File: src/rtl/timer_counter.sv
// Memory-mapped 32-bit down-counter interrupt source. It supports a one-shot mode with a
// level IRQ and an auto-reload mode with a one-cycle pulse IRQ.
module timer_counter #(
    parameter int                CNT_W      = 32,
    parameter logic [CNT_W-1:0]  PRESET_RST = '0
) (
    input  logic        clk,
    input  logic        reset,
    input  logic [1:0]  Addr,
    input  logic        We,
    input  logic [31:0] DIn,
    output logic [31:0] DOut,
    output logic        IRQ
);

    typedef enum logic [1:0] {
        S_IDLE,
        S_LOAD,
        S_CNT,
        S_INT
    } state_t;

    localparam logic [CNT_W-1:0] ONE = {{(CNT_W-1){1'b0}}, 1'b1};

    state_t           state;
    logic [3:0]       ctrl;
    logic [CNT_W-1:0] preset;
    logic [CNT_W-1:0] count;
    logic             irq_flag;
    logic             ctrl_wr;
    logic             preset_wr;
    logic             auto_reload;
    logic             im_rising;

    assign ctrl_wr     = We && (Addr == 2'd0);
    assign preset_wr   = We && (Addr == 2'd1);
    assign auto_reload = (ctrl[2:1] == 2'b01);
    assign IRQ         = irq_flag & ctrl[3];

    // A CTRL write that unmasks IRQ keeps a pending flag so the pending level becomes visible.
    // Every other CTRL or PRESET write acknowledges the flag.
    assign im_rising   = DIn[3] && !ctrl[3];

    always_ff @(posedge clk or negedge reset) begin
        if (!reset) begin
            state    <= S_IDLE;
            ctrl     <= 4'b0000;
            preset   <= PRESET_RST;
            count    <= '0;
            irq_flag <= 1'b0;
        end else begin
            case (state)
                S_IDLE: begin
                    if (ctrl[0]) begin
                        state <= S_LOAD;
                    end
                end
                S_LOAD: begin
                    if (ctrl[0]) begin
                        count <= preset;
                        state <= S_CNT;
                    end else begin
                        state <= S_IDLE;
                    end
                end
                S_CNT: begin
                    if (!ctrl[0]) begin
                        state <= S_IDLE;
                    end else if (count != '0) begin
                        count <= count - ONE;
                    end else begin
                        state    <= S_INT;
                        irq_flag <= 1'b1;
                    end
                end
                S_INT: begin
                    if (auto_reload) begin
                        state    <= S_LOAD;
                        irq_flag <= 1'b0;
                    end else begin
                        ctrl[0] <= 1'b0;
                        state   <= S_IDLE;
                    end
                end
                default: state <= S_IDLE;
            endcase

            // Bus writes come last so they override the FSM's own CTRL and flag updates.
            if (ctrl_wr) begin
                ctrl <= DIn[3:0];
                if (!im_rising) begin
                    irq_flag <= 1'b0;
                end
            end
            if (preset_wr) begin
                preset   <= CNT_W'(DIn);
                irq_flag <= 1'b0;
            end
        end
    end

    always_comb begin
        DOut = 32'd0;
        case (Addr)
            2'd0:    DOut = {28'd0, ctrl};
            2'd1:    DOut = 32'(preset);
            2'd2:    DOut = 32'(count);
            default: DOut = 32'd0;
        endcase
    end

endmodule
File: config.mk
export PLATFORM = sky130hd
export DESIGN_NAME = timer_counter
export DESIGN_NICKNAME = d
export VERILOG_FILES = /design/src/rtl/timer_counter.sv
export SDC_FILE = /design/constraint.sdc
export NUM_CORES = 1
export LEC_CHECK = 0
export CAP_MARGIN = 25
export CORE_AREA = 2 2 118 120
export DETAILED_ROUTE_END_ITERATION = 12
export DIE_AREA = 0 0 120 122
export PLACE_DENSITY_LB_ADDON = 0.1
export SYNTH_ARGS = -nofsm -noshare
export SYNTH_HDL_FRONTEND = slang
export SYNTH_SLANG_ARGS = --single-unit
File: constraint.sdc
create_clock -name clk -period 2.6 [get_ports clk]
set_input_delay 0.52 -clock clk [delete_from_list [all_inputs] [get_ports clk]]
set_output_delay 0.52 -clock clk [all_outputs]
set_load 0.01 [all_outputs]
# Word level (Yosys, flattened, before mapping)
# Cells that the tools add are included.
dict set report totals {
  reg_bits 71
  inputBits 37
  output_inout_bits 33
}
dict set report classes {
  add_sub_neg 1
  eq_ne 12
  n_mux 21
  bitwise 1
  reduce_logical 12
}
# cell n
set op_table {}
lappend op_table {{32-bit two-way mux} 3}
lappend op_table {{32-bit case mux with 3 select lines} 1}
lappend op_table {{32-bit case mux with 2 select lines} 1}
lappend op_table {{32-bit nonzero test} 1}
lappend op_table {{32-bit by 1-bit subtractor with 32-bit output, second input constant} 1}
lappend op_table {{1-bit two-way mux} 10}
lappend op_table {{2-bit inequality test, second input constant} 5}
lappend op_table {{2-bit two-way mux} 4}
lappend op_table {{2-bit case mux with 4 select lines} 1}
lappend op_table {{2-bit by 1-bit == test with 1-bit output, second input constant} 3}
lappend op_table {{2-bit == test, second input constant} 3}
lappend op_table {{2-bit zero test} 2}
lappend op_table {{2-bit AND reduction} 2}
lappend op_table {{4-bit AND reduction} 1}
lappend op_table {{2-bit nonzero test} 2}
lappend op_table {{1-bit logical AND} 3}
lappend op_table {{3-bit inequality test, second input constant} 1}
lappend op_table {{1-bit case mux with 2 select lines} 1}
lappend op_table {{1-bit bitwise AND} 1}
lappend op_table {{1-bit zero test} 1}

# Longest topological paths before layout
dict set report depth {
  ltp_word 7
  mapped_depth 9
  ltp_nobuf 8
}

# Worst setup path before layout
# No wires, ideal clock.
dict set report synth_timing {
  kind {reg-to-reg}
  startpoint {reg count[13]}
  endpoint {reg count[31]}
  setup_time_ns 0.121
  t_arrival_ns 2.704
  t_required_ns 2.479
  setup_slack_ns -0.225
  path_stages_with_launch 8
  n_path_buf 2
  period_less_slack_ns 2.825
  cell_sequence {dfrtp_1 or4_4 or4_4 or4_4 o21a_1 buf_6 buf_6 a22o_1}
}
dict set report synth_between {
  elab_chain_cells 4
  word_cells_on_any_way 7
  classes_between {add/sub: 1; eq/ne: 1; mux: 3; reduce/logical: 2}
}
# item line_no
set synth_rtl {}
lappend synth_rtl {{from (decl)} 28} ;# logic [CNT_W-1:0] count;
lappend synth_rtl {{from (signal assigned)} 60} ;# count <= preset;
lappend synth_rtl {{from (signal assigned)} 70} ;# count <= count - ONE;
lappend synth_rtl {{32-bit by 1-bit subtractor with 32-bit output} 70}
lappend synth_rtl {{32-bit two-way mux} 69} ;# end else if (count != '0) begin
lappend synth_rtl {{32-bit two-way mux} 67} ;# if (!ctrl[0]) begin
lappend synth_rtl {{32-bit case mux with 2 select lines} 52} ;# case (state)
# Parallel ways exist; a longest one is shown, timed or not. The select of a mux whose other input is x is not followed.
# A chain may end at the register's enable or synchronous reset.

# Worst setup path in the final report
dict set report layout_timing {
  startpoint {reg count[15]}
  endpoint {reg count[13]}
}
dict set report layout_between {
  elab_chain_cells 3
}
# item line_no
set layout_rtl {}
lappend layout_rtl {{32-bit nonzero test} 69}
lappend layout_rtl {{2-bit inequality test (no source line)} n/a}
lappend layout_rtl {{4-bit AND reduction (no source line)} n/a}
# No other way between the ends.

==> summary.md <==
| Metric | Value |
|---|---|
| Slew @ Worst Pin | 0.475 ns |
| Area growth, synth to finish | 53.2% |
| R2R Setup Slk | -0.12 ns |
| Crit path max-delay cell type | or4_4 |
| P_int | approximately 3.6 mW |
| DR pass1 iterations | 4 |
| Post-Syn Instances | around 400 |
| Initial DRC count | 239 |
| Peak VDD IR | 0.353 mV |
| CTS max path bufs | 2 |
| Synth unique cells | 46 |
| Minimum period implied by the final worst setup slack | 2.72 ns |
| Max incr delay on CP | 0.59 ns |
| Number of fill cells | 1365 |
| H-tree depth | 3 |
| Status | complete, but fails checks |
| DP HPWL | 8180 um |
| Dpl cell area | 0.00516 mm2 |
| Req. time, crit path | 2.87 ns |
| Final period util | 105% |
| Worst-Skew Late Latency | 0.35 ns |
| Most used cells in the layout excluding fill and tap cells | dfrtp_1, buf_4, nor2_1, clkdlybuf4s50_1, mux2_2 |
| Largest net degree at the start of global routing | 72 |
| Worst r2r path cells | 8 |
| Grt ovf | 0 |
| Top cells by area, synth | dfrtp_1, mux2_2, a22o_1 |
| Register area | between 0.0015 and 0.002 mm2 |
| Crit path kind | reg2reg |
| Post-synth EDFFs | 0 |
| CTS Buf Count | 9 |
| Power Total | about 5.6 mW |
| Comb pwr share | 44.0% |
| Failing checks | negative setup slack |
| Synth Register Bits | 71 |
| Worst path cell trace | or4_4, or4_4, or4_4, o21ai_4, buf_12, buf_12, a21oi_2, o22ai_1 |
| Post-synthesis xor/xnor area fraction | 0% |
| Net Count, Synth | between 400 and 500 |
| Final WS setup | -0.118 ns |
| Clock transition at path regs | ~0.060 ns |
| Yosys top cell area share | 45.4% |
| Largest family of logic cells by synthesized area | compound AO/OA/AOI/OAI gates |
| # DRC | 0 |
| CTS tree | done |
| Antenna violations before repair | 0 |
| Max_cap viols | 0 |
| Switching share of power | 36.8% |
| Yosys top cell by area | dfrtp_1 |
| Crit path launch type | flip-flop |
| Nets | between 500 and 600 |
| Inserted Diodes | 0 |
| Hold crit path type | in2async |
| Vias in the first global route | 3678 |
| RSZ-0062 raised after global routing | yes |
| Post-synthesis async set-or-reset flop share | 100% |
| First-pass GRT wire length | between 15000 and 20000 um |
| Design Area, Final | 0.00600 mm2 |
| Multi-input gate area | 0.00223 mm2 |
| Root Driver | clkbuf_16 |
| FMAX | 0.368 GHz |
| Crit path DAT | about 3 ns |
| Worst R2R Start | count[15] |
| Ports | 70 |
| GRT Util Overall | 17.7% |
| CP dominant cell by count | or4_4 |
| Setup-failing EPs final | 33 |
| DRT antenna net count | 0 |
| Min Hold Slack | about 0.18 ns |
| Die height | 122 um |
| Die ar. | 0.0146 mm2 |
| Seq/Total Area, Yosys | 45.4% |
| Worst Clk Skew | 0.00872 ns |
| Netlist area before placement | ~0.0039 mm2 |
| Relative slew slack | roughly 70% |
| Sink Count | 71 |
| Worst Path Max Fanout | 5 |
| Placer Congestion | 0.800 |
| Compound-gate portion of the synthesized area | 23.9% |
| Vias per std cell | approximately 5.1 |
| Multiplexer share of the synthesized area | between 10% and 20% |
| Initial Util | 29.0% |
| Pins over their slew limit | 0 |
| Total core area | approximately 0.014 mm2 |
| Die Width | 120 um |
| Post-cts hold buffer count | 0 |
| Via count | 3618 |
| Synth Area in Adders | 0.639% |
| Post-Syn Area per Cell | 9.69 um2 |
| Share of cells above drive strength 1 | 33.1% |
| Post-Synth Simple-Gate Area | 15.0% |
| Psw | 2.07 mW |
| Worst R2R End | count[13] |
| CP Capture Type | flip-flop |
| Fin. Hold Viols | 0 |
| Total Wirelength | roughly 13000 um |
| Dominant synthesized flop cell | dfrtp_1 |
| Pwr per Cell Area | roughly 940 mW/mm2 |
| YS warnings | 0 |
| Leakage power | 2.81 nW |
| Clock Power Share | 23.8% |
| Reg power frac | 32.3% |
| # port buffers | 69 |
| Routed WL per cell | 18.1 um |
| Row cnt | 43 |
| Most common cell after layout, fill and taps aside | dfrtp_1 |
## cells by family after synthesis
| logic type | Yosys count |
|---|---|
| compound gates | 142 |
| fa+ha+maj | 2 |
| buf+inv | 34 |
| flops | 71 |
| mux | 39 |
| simple gates | 116 |
## critical path: cells and delay by family, from the launching register on
| kind | cells | cell delay [ns] |
|---|---|---|
| and+or+nand+nor | 3 | 1.62 |
| DFF | 1 | 0.37 |
| AOI/OAI and AO/OA | 3 | 0.37 |
| buffers and inverters | 2 | 0.28 |
## timing repair
item                       in CTS  in global routing
cloned                          3                  3
setup endpoints to repair      64                 61
setup buffers                   2                  2
pin swaps                      12                 11
resized for setup              50                 76
## Yosys cell counts (5+ instances only)
| library cell | number |
|---|---|
| dfrtp_1 | 71 |
| o21ai_0 | 39 |
| nor2_1 | 35 |
| mux2_2 | 34 |
| a21oi_1 | 32 |
| a22o_1 | 30 |
| nand2_1 | 29 |
| clkbuf_1 | 21 |
| nor3_1 | 9 |
| a22oi_1 | 8 |
| nor4_1 | 7 |
| o2bb2ai_1 | 7 |
| inv_1 | 6 |
| mux2i_1 | 5 |
| nand2b_1 | 5 |
| nor2b_1 | 5 |
## cell type report
type / count / share of cell area (%)
sequential: 71 / 29.6
inverter: 6 / 0.375
tap: 180 / 3.75
multi-input combinational: 299 / 37.3
clock inverter: 7 / 1.63
clock buffer: 9 / 3.75
timing repair buffer: 133 / 23.6
## worst max-delay path by stage
stage | from | end | slack, ns | cells past startpoint
after floorplan | count[18] | count[31] | -0.17 | 8
after global placement | Addr[0] | DOut[12] | -0.11 | 5
after detailed placement | Addr[0] | DOut[12] | -0.13 | 5
after CTS | count[15] | count[22] | -0.12 | 7
after global routing | count[16] | count[13] | -0.17 | 8
final | count[15] | count[13] | -0.12 | 8
## sequential cells by signal, indices dropped and copies added, names as in the netlist
register / flops
irq_flag: 1
preset: 32
state: 2
ctrl: 4
count: 32
## power by group through the flow
stage               registers (mW)  clock network (mW)  logic [mW]
CTS                           1.80                1.38        2.25
finish                        1.81                1.34        2.47
detailed placement            1.81                   0        2.04
global route                  1.86                1.42        2.72
global placement              1.81                   0        2.02
floorplan                     1.75                   0        1.17
## metal layers
metal | vias up | share of wire [%] | wire length, um | track usage [%]
li1 | 1748 | - | - | -
met1 | 1791 | 47 | 5970 | 22.9
met2 | 67 | 48 | 6150 | 28.8
met3 | 12 | 3.7 | 467 | 3.93
met4 | 0 | 1.6 | 210 | 6.99
met5 | - | 0 | 0 | 0
## through the flow
stage,setup TNS (ns),utilization [%],std cells,setup slack (ns)
after floorplan,-3.32,-,404,-0.169
after global placement,-4.27,38.2,679,-0.110
after detailed placement,-5.15,38.2,679,-0.128
after CTS,-4.44,42.1,700,-0.122
after global routing,-4.34,44.4,705,-0.171
final,-2.30,44.4,705,-0.118
(Power assumes the default switching activity.)
